--- config.mk ---
export PLATFORM = sky130hd
export DESIGN_NAME = hazard_ctrl_flat
export DESIGN_NICKNAME = d
export VERILOG_FILES = /design/src/rtl/hazard_pkg.sv /design/src/rtl/pipes_pkg.sv /design/src/rtl/hazard_ctrl_if.sv /design/src/rtl/hazard_perf_cnt.sv /design/src/rtl/hazard_ctrl.sv /design/src/flat_wrapper.sv
export SDC_FILE = /design/constraint.sdc
export NUM_CORES = 1
export LEC_CHECK = 0
export ABC_AREA = 1
export BUFFER_PORTS_ARGS = -buffer_cell sky130_fd_sc_hd__clkbuf_2
export CAP_MARGIN = 20
export CORE_ASPECT_RATIO = 0.7
export CORE_MARGIN = 2
export CORE_UTILIZATION = 43
export DETAILED_ROUTE_END_ITERATION = 10
export PLACE_DENSITY = 0.81
export SYNTH_ARGS = -nofsm -noshare
export SYNTH_HDL_FRONTEND = slang
export SYNTH_SLANG_ARGS = --single-unit
--- constraint.sdc ---
create_clock -name clk -period 2.1 [get_ports clk]
set_clock_uncertainty 0.2 [all_clocks]
set_input_delay 0.315 -clock clk [delete_from_list [all_inputs] [get_ports clk]]
set_output_delay 0.315 -clock clk [all_outputs]
set_load 0.005 [all_outputs]
--- src/rtl/hazard_pkg.sv ---
`default_nettype none
// ============================================================================
// Module      : hazard_pkg
// Description : Types and constants local to the hazard controller.
//               hazard_state_t : RUN / MULDIV / DROP sequencing state
//               c_perf_w       : width of the performance counters
// Revision    : 1.0 - initial release
// ============================================================================
package hazard_pkg;

    localparam int c_perf_w = 32;

    typedef enum logic [1:0] {
        RUN    = 2'd0,
        MULDIV = 2'd1,
        DROP   = 2'd2
    } hazard_state_t;

endpackage : hazard_pkg
`default_nettype wire

--- src/rtl/pipes_pkg.sv ---
`default_nettype none
// ============================================================================
// Module      : pipes_pkg
// Description : Shared pipeline-register control types. Each struct carries
//               one enable per pipeline register, packed {fd,de,em,mw}, with
//               fd in the most significant bit.
//               regstall_en_t : 1 = the register holds its value
//               regflush_en_t : 1 = the register loads a bubble
// Revision    : 1.0 - initial release
// ============================================================================
package pipes_pkg;

    typedef struct packed {
        logic fd;
        logic de;
        logic em;
        logic mw;
    } regstall_en_t;

    typedef struct packed {
        logic fd;
        logic de;
        logic em;
        logic mw;
    } regflush_en_t;

endpackage : pipes_pkg
`default_nettype wire

--- src/rtl/hazard_ctrl_if.sv ---
`default_nettype none
// ============================================================================
// Module      : hazard_ctrl_if
// Description : Bundle between the datapath and the hazard controller.
//   Events (datapath -> controller):
//     i_wait, d_wait, load_use, md_start, redirect, trap
//   Controls (controller -> datapath):
//     pc_stall, redirect_hold, stall{fd,de,em,mw}, flush{fd,de,em,mw},
//     md_busy, perf_stall_cyc[31:0], perf_flush_evt[31:0]
//   Modports: master = datapath side, slave = controller side.
// Revision    : 1.0 - initial release
// ============================================================================
interface hazard_ctrl_if;
    import pipes_pkg::*;
    import hazard_pkg::*;

    logic                i_wait;
    logic                d_wait;
    logic                load_use;
    logic                md_start;
    logic                redirect;
    logic                trap;

    logic                pc_stall;
    logic                redirect_hold;
    regstall_en_t        stall;
    regflush_en_t        flush;
    logic                md_busy;
    logic [c_perf_w-1:0] perf_stall_cyc;
    logic [c_perf_w-1:0] perf_flush_evt;

    modport master (
        output i_wait, d_wait, load_use, md_start, redirect, trap,
        input  pc_stall, redirect_hold, stall, flush, md_busy,
               perf_stall_cyc, perf_flush_evt
    );

    modport slave (
        input  i_wait, d_wait, load_use, md_start, redirect, trap,
        output pc_stall, redirect_hold, stall, flush, md_busy,
               perf_stall_cyc, perf_flush_evt
    );

endinterface : hazard_ctrl_if
`default_nettype wire

--- src/rtl/hazard_perf_cnt.sv ---
`default_nettype none
// ============================================================================
// Module      : hazard_perf_cnt
// Description : Two free-running wrap-around hazard event counters.
//   clk            : clock, rising edge
//   reset          : synchronous, active-low
//   stall_inc      : count this cycle as a PC-stall cycle
//   evt_inc        : count one accepted redirect/trap event
//   perf_stall_cyc : stall-cycle count
//   perf_flush_evt : flush-event count
// Revision    : 1.0 - initial release
// ============================================================================
module hazard_perf_cnt
    import hazard_pkg::*;
(
    input  wire logic                clk,
    input  wire logic                reset,
    input  wire logic                stall_inc,
    input  wire logic                evt_inc,
    output logic [c_perf_w-1:0]      perf_stall_cyc,
    output logic [c_perf_w-1:0]      perf_flush_evt
);

    always_ff @(posedge clk) begin
        if (!reset) begin
            perf_stall_cyc <= '0;
            perf_flush_evt <= '0;
        end else begin
            perf_stall_cyc <= perf_stall_cyc + {{(c_perf_w-1){1'b0}}, stall_inc};
            perf_flush_evt <= perf_flush_evt + {{(c_perf_w-1){1'b0}}, evt_inc};
        end
    end

endmodule : hazard_perf_cnt
`default_nettype wire

--- src/rtl/hazard_ctrl.sv ---
`default_nettype none
// ============================================================================
// Module      : hazard_ctrl
// Description : Central hazard controller for the 5-stage pipeline. Turns
//               datapath wait/dependency/redirect events into stall and
//               flush vectors for fd/de/em/mw plus the PC hold, sequencing
//               multi-cycle mul/div occupancy and wrong-path fetch discard.
//   clk   : clock, rising edge
//   reset : synchronous, active-low
//   hz    : hazard_ctrl_if.slave (events in, controls/perf counters out)
//   MULDIV_LAT : extra execute cycles a mul/div occupies (>= 1)
//   Optional macro HAZARD_PERF_EN instantiates the perf counters; without
//   it both perf outputs are tied to zero.
// Revision    : 1.0 - initial release
// ============================================================================
module hazard_ctrl
    import pipes_pkg::*;
    import hazard_pkg::*;
#(
    parameter int MULDIV_LAT = 64
)(
    input  wire logic     clk,
    input  wire logic     reset,
    hazard_ctrl_if.slave  hz
);

    localparam int                 c_cnt_w    = $clog2(MULDIV_LAT + 1);
    localparam logic [c_cnt_w-1:0] c_cnt_load = c_cnt_w'(MULDIV_LAT - 1);

    hazard_state_t       r_state;
    hazard_state_t       w_state_n;
    logic [c_cnt_w-1:0]  r_cnt;
    logic [c_cnt_w-1:0]  w_cnt_n;

    logic                w_pc_stall;
    logic                w_redirect_hold;
    regstall_en_t        w_stall;
    regflush_en_t        w_flush;
    logic                w_md_busy;
    logic                w_flush_evt;

    always_ff @(posedge clk) begin
        if (!reset) begin
            r_state <= RUN;
            r_cnt   <= '0;
        end else begin
            r_state <= w_state_n;
            r_cnt   <= w_cnt_n;
        end
    end

    always_comb begin
        w_pc_stall      = 1'b0;
        w_redirect_hold = 1'b0;
        w_stall         = '0;
        w_flush         = '0;
        w_md_busy       = 1'b0;
        w_flush_evt     = 1'b0;
        w_state_n       = r_state;
        w_cnt_n         = r_cnt;

        case (r_state)
            RUN: begin
                if (hz.d_wait) begin
                    w_pc_stall = 1'b1;
                    w_stall    = '{fd: 1'b1, de: 1'b1, em: 1'b1, mw: 1'b0};
                    w_flush.mw = 1'b1;
                end else if (hz.trap) begin
                    w_flush     = '{fd: 1'b1, de: 1'b1, em: 1'b1, mw: 1'b0};
                    w_flush_evt = 1'b1;
                    w_state_n   = hz.i_wait ? DROP : RUN;
                end else if (hz.md_start) begin
                    w_pc_stall = 1'b1;
                    w_stall.fd = 1'b1;
                    w_stall.de = 1'b1;
                    w_flush.em = 1'b1;
                    w_cnt_n    = c_cnt_load;
                    w_state_n  = MULDIV;
                end else if (hz.redirect) begin
                    w_flush.fd  = 1'b1;
                    w_flush.de  = 1'b1;
                    w_flush_evt = 1'b1;
                    // The wrong-path fetch is still in flight: park the
                    // target and wait for that fetch to come back.
                    if (hz.i_wait) begin
                        w_redirect_hold = 1'b1;
                        w_pc_stall      = 1'b1;
                        w_state_n       = DROP;
                    end
                end else if (hz.load_use) begin
                    w_pc_stall = 1'b1;
                    w_stall.fd = 1'b1;
                    w_flush.de = 1'b1;
                end else if (hz.i_wait) begin
                    w_pc_stall = 1'b1;
                    w_flush.fd = 1'b1;
                end
            end

            MULDIV: begin
                w_md_busy = 1'b1;
                if (r_cnt != '0) begin
                    w_cnt_n = r_cnt - c_cnt_w'(1);
                end
                // A pending data access freezes em/mw regardless of the
                // counter; the writeback trap is only taken once mem is free,
                // matching the RUN-state ordering.
                if (hz.d_wait) begin
                    w_pc_stall = 1'b1;
                    w_stall    = '{fd: 1'b1, de: 1'b1, em: 1'b1, mw: 1'b0};
                    w_flush.mw = 1'b1;
                end else if (hz.trap) begin
                    w_flush     = '{fd: 1'b1, de: 1'b1, em: 1'b1, mw: 1'b0};
                    w_md_busy   = 1'b0;
                    w_flush_evt = 1'b1;
                    w_state_n   = hz.i_wait ? DROP : RUN;
                end else if (r_cnt == '0) begin
                    // Result ready: de releases it into em this cycle.
                    w_state_n = RUN;
                end else begin
                    w_pc_stall = 1'b1;
                    w_stall.fd = 1'b1;
                    w_stall.de = 1'b1;
                    w_flush.em = 1'b1;
                end
            end

            DROP: begin
                w_pc_stall = 1'b1;
                w_flush.fd = 1'b1;
                if (hz.trap) begin
                    w_flush.de  = 1'b1;
                    w_flush.em  = 1'b1;
                    w_flush_evt = 1'b1;
                end else if (!hz.i_wait) begin
                    // Stale instruction returns now and is bubbled; PC takes
                    // the pending target.
                    w_pc_stall = 1'b0;
                    w_state_n  = RUN;
                end
            end

            default: begin
                w_state_n = RUN;
            end
        endcase

        // While in reset every register is bubbled and nothing is counted.
        if (!reset) begin
            w_pc_stall      = 1'b0;
            w_redirect_hold = 1'b0;
            w_stall         = '0;
            w_flush         = '1;
            w_md_busy       = 1'b0;
            w_flush_evt     = 1'b0;
        end
    end

    assign hz.pc_stall      = w_pc_stall;
    assign hz.redirect_hold = w_redirect_hold;
    assign hz.stall         = w_stall;
    assign hz.flush         = w_flush;
    assign hz.md_busy       = w_md_busy;

`ifdef HAZARD_PERF_EN
    hazard_perf_cnt u_perf (
        .clk            (clk),
        .reset          (reset),
        .stall_inc      (w_pc_stall),
        .evt_inc        (w_flush_evt),
        .perf_stall_cyc (hz.perf_stall_cyc),
        .perf_flush_evt (hz.perf_flush_evt)
    );
`else
    logic perf_unused;
    assign perf_unused       = &{1'b0, w_flush_evt};
    assign hz.perf_stall_cyc = '0;
    assign hz.perf_flush_evt = '0;
`endif

endmodule : hazard_ctrl
`default_nettype wire

--- src/flat_wrapper.sv ---
// flat-port wrapper written by rule: the top's interface ports become plain ports
module hazard_ctrl_flat import pipes_pkg::*; import hazard_pkg::*;
#(
    parameter int MULDIV_LAT = 64
)
  (clk, reset, hz_i_wait, hz_d_wait, hz_load_use, hz_md_start, hz_redirect, hz_trap, hz_pc_stall, hz_redirect_hold, hz_stall, hz_flush, hz_md_busy, hz_perf_stall_cyc, hz_perf_flush_evt);
  hazard_ctrl_if hz_i ();
  input  wire logic clk;
  input  wire logic reset;
  input wire logic [$bits(hz_i.i_wait)-1:0] hz_i_wait;
  input wire logic [$bits(hz_i.d_wait)-1:0] hz_d_wait;
  input wire logic [$bits(hz_i.load_use)-1:0] hz_load_use;
  input wire logic [$bits(hz_i.md_start)-1:0] hz_md_start;
  input wire logic [$bits(hz_i.redirect)-1:0] hz_redirect;
  input wire logic [$bits(hz_i.trap)-1:0] hz_trap;
  output wire logic [$bits(hz_i.pc_stall)-1:0] hz_pc_stall;
  output wire logic [$bits(hz_i.redirect_hold)-1:0] hz_redirect_hold;
  output wire logic [$bits(hz_i.stall)-1:0] hz_stall;
  output wire logic [$bits(hz_i.flush)-1:0] hz_flush;
  output wire logic [$bits(hz_i.md_busy)-1:0] hz_md_busy;
  output wire logic [$bits(hz_i.perf_stall_cyc)-1:0] hz_perf_stall_cyc;
  output wire logic [$bits(hz_i.perf_flush_evt)-1:0] hz_perf_flush_evt;
  assign hz_i.i_wait = hz_i_wait;
  assign hz_i.d_wait = hz_d_wait;
  assign hz_i.load_use = hz_load_use;
  assign hz_i.md_start = hz_md_start;
  assign hz_i.redirect = hz_redirect;
  assign hz_i.trap = hz_trap;
  assign hz_pc_stall = hz_i.pc_stall;
  assign hz_redirect_hold = hz_i.redirect_hold;
  assign hz_stall = hz_i.stall;
  assign hz_flush = hz_i.flush;
  assign hz_md_busy = hz_i.md_busy;
  assign hz_perf_stall_cyc = hz_i.perf_stall_cyc;
  assign hz_perf_flush_evt = hz_i.perf_flush_evt;
  hazard_ctrl #(.MULDIV_LAT(MULDIV_LAT)) u_core (.clk(clk), .reset(reset), .hz(hz_i));
endmodule
# ---- Word level (Yosys, flattened, before mapping)
# Index checks and enable logic that the tools add are counted.
dict set report word_totals {
  inputBits 8
  ff_bits 9
  output_inout_bits 75
}
dict set report op_classes {
  eq_ne 12
  n_mux 63
  add_sub_neg 1
  n_reduce_logical 7
}
# op n
set op_table {}
lappend op_table {{two-way mux 2 bit} 20}
lappend op_table {{two-way mux 1 bit} 29}
lappend op_table {{two-way mux 7 bit} 4}
lappend op_table {{one-hot mux 7 bit (2 select lines)} 1}
lappend op_table {{!= test 2 bit, second input constant} 6}
lappend op_table {{two-way mux 3 bit} 3}
lappend op_table {{one-hot mux 3 bit (3 select lines)} 1}
lappend op_table {{two-way mux 4 bit} 2}
lappend op_table {{!= test 4 bit, second input constant} 2}
lappend op_table {{one-hot mux 4 bit (2 select lines)} 1}
lappend op_table {{logical NOT 7 bit} 1}
lappend op_table {{AND reduction 7 bit} 1}
lappend op_table {{nonzero test 7 bit} 1}
lappend op_table {{subtractor 7 x 1 -> 7 bit, second input constant} 1}
lappend op_table {{one-hot mux 2 bit (3 select lines)} 1}
lappend op_table {{AND reduction 5 bit} 1}
lappend op_table {{!= test 3 x 2 -> 1 bit, second input constant} 1}
lappend op_table {{one-hot mux 1 bit (3 select lines)} 1}
lappend op_table {{== test 2 x 1 -> 1 bit, second input constant} 1}
lappend op_table {{== test 2 bit, second input constant} 1}
lappend op_table {{logical NOT 2 bit} 1}
lappend op_table {{!= test 2 x 1 -> 1 bit, second input constant} 1}
lappend op_table {{nonzero test 2 bit} 1}
lappend op_table {{OR reduction 2 bit} 1}

# ---- Longest topological paths before layout
dict set report logic_depth {
  depth_word 8
  depth_mapped 9
  mapped_depth_nobuf 9
}

# ---- Worst setup path before layout
# Ideal clock, no wire load.
dict set report synth_path {
  path_kind {reg-to-output}
  start {reg u_core.r_cnt[0]}
  end {out hz_stall[2]}
  stages_incl_launch_ff 10
  t_required_ps 1585
  slack_ps 355
  t_arrival_ps 1230
  n_path_buf 0
  path_cell_list {dfxtp_1 -> inv_1 -> ha_1 -> inv_1 -> nor2_1 -> nand3_1 -> a21oi_2 -> inv_1 -> o21ai_1 -> inv_1}
}
dict set report synth_via {
  elab_chain_len 6
}
# item line_no
set synth_lines {}
lappend synth_lines {{start, declared} hazard_ctrl.sv:32} ;# logic [c_cnt_w-1:0] r_cnt;
lappend synth_lines {{start signal, assigned} hazard_ctrl.sv:48} ;# r_cnt <= w_cnt_n;
lappend synth_lines {{logical NOT 7 bit} hazard_ctrl.sv:117} ;# end else if (r_cnt == '0) begin
lappend synth_lines {{two-way mux 2 bit} hazard_ctrl.sv:117}
lappend synth_lines {{two-way mux 2 bit} hazard_ctrl.sv:112} ;# end else if (hz.trap) begin
lappend synth_lines {{two-way mux 2 bit} hazard_ctrl.sv:108} ;# if (hz.d_wait) begin
lappend synth_lines {{one-hot mux 4 bit (2 select lines)} hazard_ctrl.sv:62} ;# case (r_state)
lappend synth_lines {{two-way mux 4 bit} hazard_ctrl.sv:149} ;# if (!reset) begin
lappend synth_lines {{end, declared} flat_wrapper.sv:18} ;# output wire logic [$bits(hz_i.stall)-1:0] hz_stall;
# Every way passes these cells.

# ---- Worst setup path in the final report
dict set report layout_path {
  start {reg u_core.r_cnt[1]}
  end {out hz_flush[1]}
}
dict set report layout_via {
  elab_chain_len 6
}
# item line_no
set layout_lines {}
lappend layout_lines {{logical NOT 7 bit} hazard_ctrl.sv:117}
lappend layout_lines {{two-way mux 1 bit} hazard_ctrl.sv:117}
lappend layout_lines {{two-way mux 1 bit} hazard_ctrl.sv:112}
lappend layout_lines {{two-way mux 3 bit} hazard_ctrl.sv:108}
lappend layout_lines {{one-hot mux 3 bit (3 select lines)} hazard_ctrl.sv:62}
lappend layout_lines {{two-way mux 4 bit} hazard_ctrl.sv:149}
lappend layout_lines {{end, declared} flat_wrapper.sv:19} ;# output wire logic [$bits(hz_i.flush)-1:0] hz_flush;
# Every way passes these cells.

==> qor.csv <==
stage,metric,value,unit
power,p_leak,0.726,nW
floorplan,die-height,49.9,um
clocking,cts_hold_buf,0,
yosys,ys.flop_type,dfxtp_1,
yosys,synth_common_cells,"66 x buf_4, 30 x nand2_1, 21 x nor2_1",
flow_run,max-cap-violations,0,
clocking,clock_latency,0.24,ns
drt,routed-via-count,1183,
run_status,outcome,"complete, but fails checks",
yosys,synth_warnings,0,
yosys,synth.most_common_cell,buf_4,
drt,drt_iter0_drc,97,
yosys,yosys.area.top_type,buf_4,
yosys,synth_seq_area_share,0.139,
clocking,cts_buffer_depth,2,
drt,drc,0,
cells_and_area,nNetsFinal,242,
floorplan,rows,16,
floorplan,die_width,69.6,um
cells_and_area,register_area,184,sq um
floorplan,die_area,3470,sq um
power,power.density,1000,nW/um^2
hold_path,hp-class,input port to register,
yosys,async_flop_share,0,
grt,grt_pass1_vias,905,
cells_and_area,multi_input_comb_area,821,sq um
sta,setup_violations,1,
sta,final-hold-violation-count,0,
clocking,cts.sinks,9,
cells_and_area,antenna_cells,0,
clocking,htreeDepth,1,
clocking,numCtsBuffers,3,
cells_and_area,drive_gt1_frac,0.229,
place,place_hpwl,1960,um
grt,grtUsageTotal,0.140,
drt,drtPass1Iterations,5,
critical_path,worst-path-max-fanout,4,
yosys,synthCells,206,
yosys,synthDistinctLibCells,24,
yosys,avgSynthCellArea,6.29,sq um
floorplan,pin_count,83,
clocking,root_buffer,clkbuf_8,
critical_path,worstSetupEndpointType,primary output,
sta,clock.fmax,473,MHz
sta,period_share,1.01,
critical_path,cp-start-kind,register,
drt,viasPerCell,4.43,
sta,rsz0062_at_grt,true,
power,total_power,1.32,mW
sta,min_period,2.11,ns
drt,antenna_left,0,
sta,fin_ws,-0.0120,ns
grt,antenna_found_initial,0,
run_status,violations,negative setup slack,
yosys,netlist_top_cells_area,"buf_4 38%, dfxtp_1 14%, nand2_1 8.7%",
floorplan,core-area,2820,sq um
critical_path,crit_arrival,1.60,ns
cells_and_area,final_util,0.466,
cells_and_area,syn_to_final_growth,1.64,%
clocking,cts_tree,yes,
sta,drv_slew,0,
drt,wl_per_cell,9.99,um
yosys,synth_area,1290,sq um
yosys,ys_ff_latch,9,
power,ir_worst_vdd,0.000315,V
clocking,clkTransAtPathRegs,0.05,ns
drt,drt_wl_total,2670,um
cells_and_area,fillCellCount,307,
yosys,synth_edf_count,0,
floorplan,initial_utilization,0.459,
critical_path,cp.required,1.58,ns
yosys,yosys.area.top_type_share,0.383,
grt,grt_pass1_wl,3910,um
critical_path,worstSetupPathType,register to primary output,
place,routabilityCongestion,0.908,
grt,grt_max_degree,13,
grt,globalRouteOverflowTotal,0,
place,io_buffer_count,17,
==> stage by stage <==
step	cells	instance area (sq um)	hold slack [ns]	TNS (ns)	setup WS [ns]
2_1_floorplan	270	1540	0.213	0	0.355
3_5_place_dp	257	1170	0.298	0	0.103
6_report	267	1320	0.186	-0.0120	-0.0120
4_1_cts	263	1240	0.185	0	0.00333
5_1_grt	267	1320	0.199	-0.188	-0.116
3_3_place_gp	257	1170	0.285	0	0.172
==> registers in the layout, indices dropped and copies added (netlist names) <==
register / cells
u_core.r_cnt: 7
u_core.r_state: 2
==> cell families (layout without fill, tap and decap cells) <==
group | Yosys count | after routing | share of synthesized area
buf+inv | 88 | 49 | 0.446
compound gates | 22 | 22 | 0.0957
fa+ha+maj | 2 | 2 | 0.0193
simple gates | 84 | 84 | 0.297
other cells | 1 | 65 | 0.00290
flops | 9 | 9 | 0.139
==> metal layers <==
| metal | GRT usage | up-vias | wire length, um | part of all wire |
|---|---|---|---|---|
| li1 | - | 574 | - | - |
| met1 | 0.173 | 538 | 1110 | 0.42 |
| met2 | 0.216 | 67 | 1240 | 0.46 |
| met3 | 0.0613 | 4 | 283 | 0.11 |
| met4 | 0.0490 | 0 | 34 | 0.013 |
| met5 | 0 | - | 0 | 0 |
==> final timing paths <==
| kind | from | endpoint | slack [ns] | cells past startpoint |
|---|---|---|---|---|
| worst max-delay path | u_core.r_cnt[1] | hz_flush[1] | -0.01 | 9 |
| worst min-delay path | reset | u_core.r_state[0] | 0.19 | 3 |
| worst max register to register | u_core.r_cnt[1] | u_core.r_cnt[6] | 0.41 | 10 |
| worst min register to register | u_core.r_cnt[1] | u_core.r_cnt[1] | 0.31 | 2 |
==> worst max-delay path: stages, from the launching register on <==
cell and delay [ns]:
dfxtp_2 0.33, inv_2 0.08, ha_4 0.13, inv_2 0.04, nor2_4 0.13, nand3_4 0.11
buf_6 0.13, o211ai_1 0.17, nand4_1 0.11, buf_2 0.14
==> cell usage in the layout, fill, tap and decap left out, drive strengths merged <==
cell type   n
a21oi      11
buf         8
clkbuf     19
clkinv      1
conb       65
dfxtp       9
ha          2
inv        21
nand2      33
nand3      13
nand3b      2
nand4       4
nor2       26
nor3        4
nor4        1
o211ai      3
o21ai       7
o31ai       1
or2         1
==> layout make-up <==
cell class,count,area share
Clock inverter,1,0.00380
Sequential cell,9,0.140
Tap cell,36,0.0342
Multi-Input combinational cell,173,0.624
Inverter,21,0.0599
Timing Repair Buffer,24,0.107
Clock buffer,3,0.0314
==> power by group <==
group / switching (mW) / total (mW) / internal (mW)
registers: 0.0716 / 0.297 / 0.226
logic: 0.483 / 0.815 / 0.331
clock network: 0.0798 / 0.210 / 0.130
==> timing repair <==
item	in CTS	in global routing
pin swaps	1	5
setup buffers	2	4
endpoints found under the setup margin	4	4
resized for setup	3	14
No activity file was read; power rests on OpenSTA's default activity.
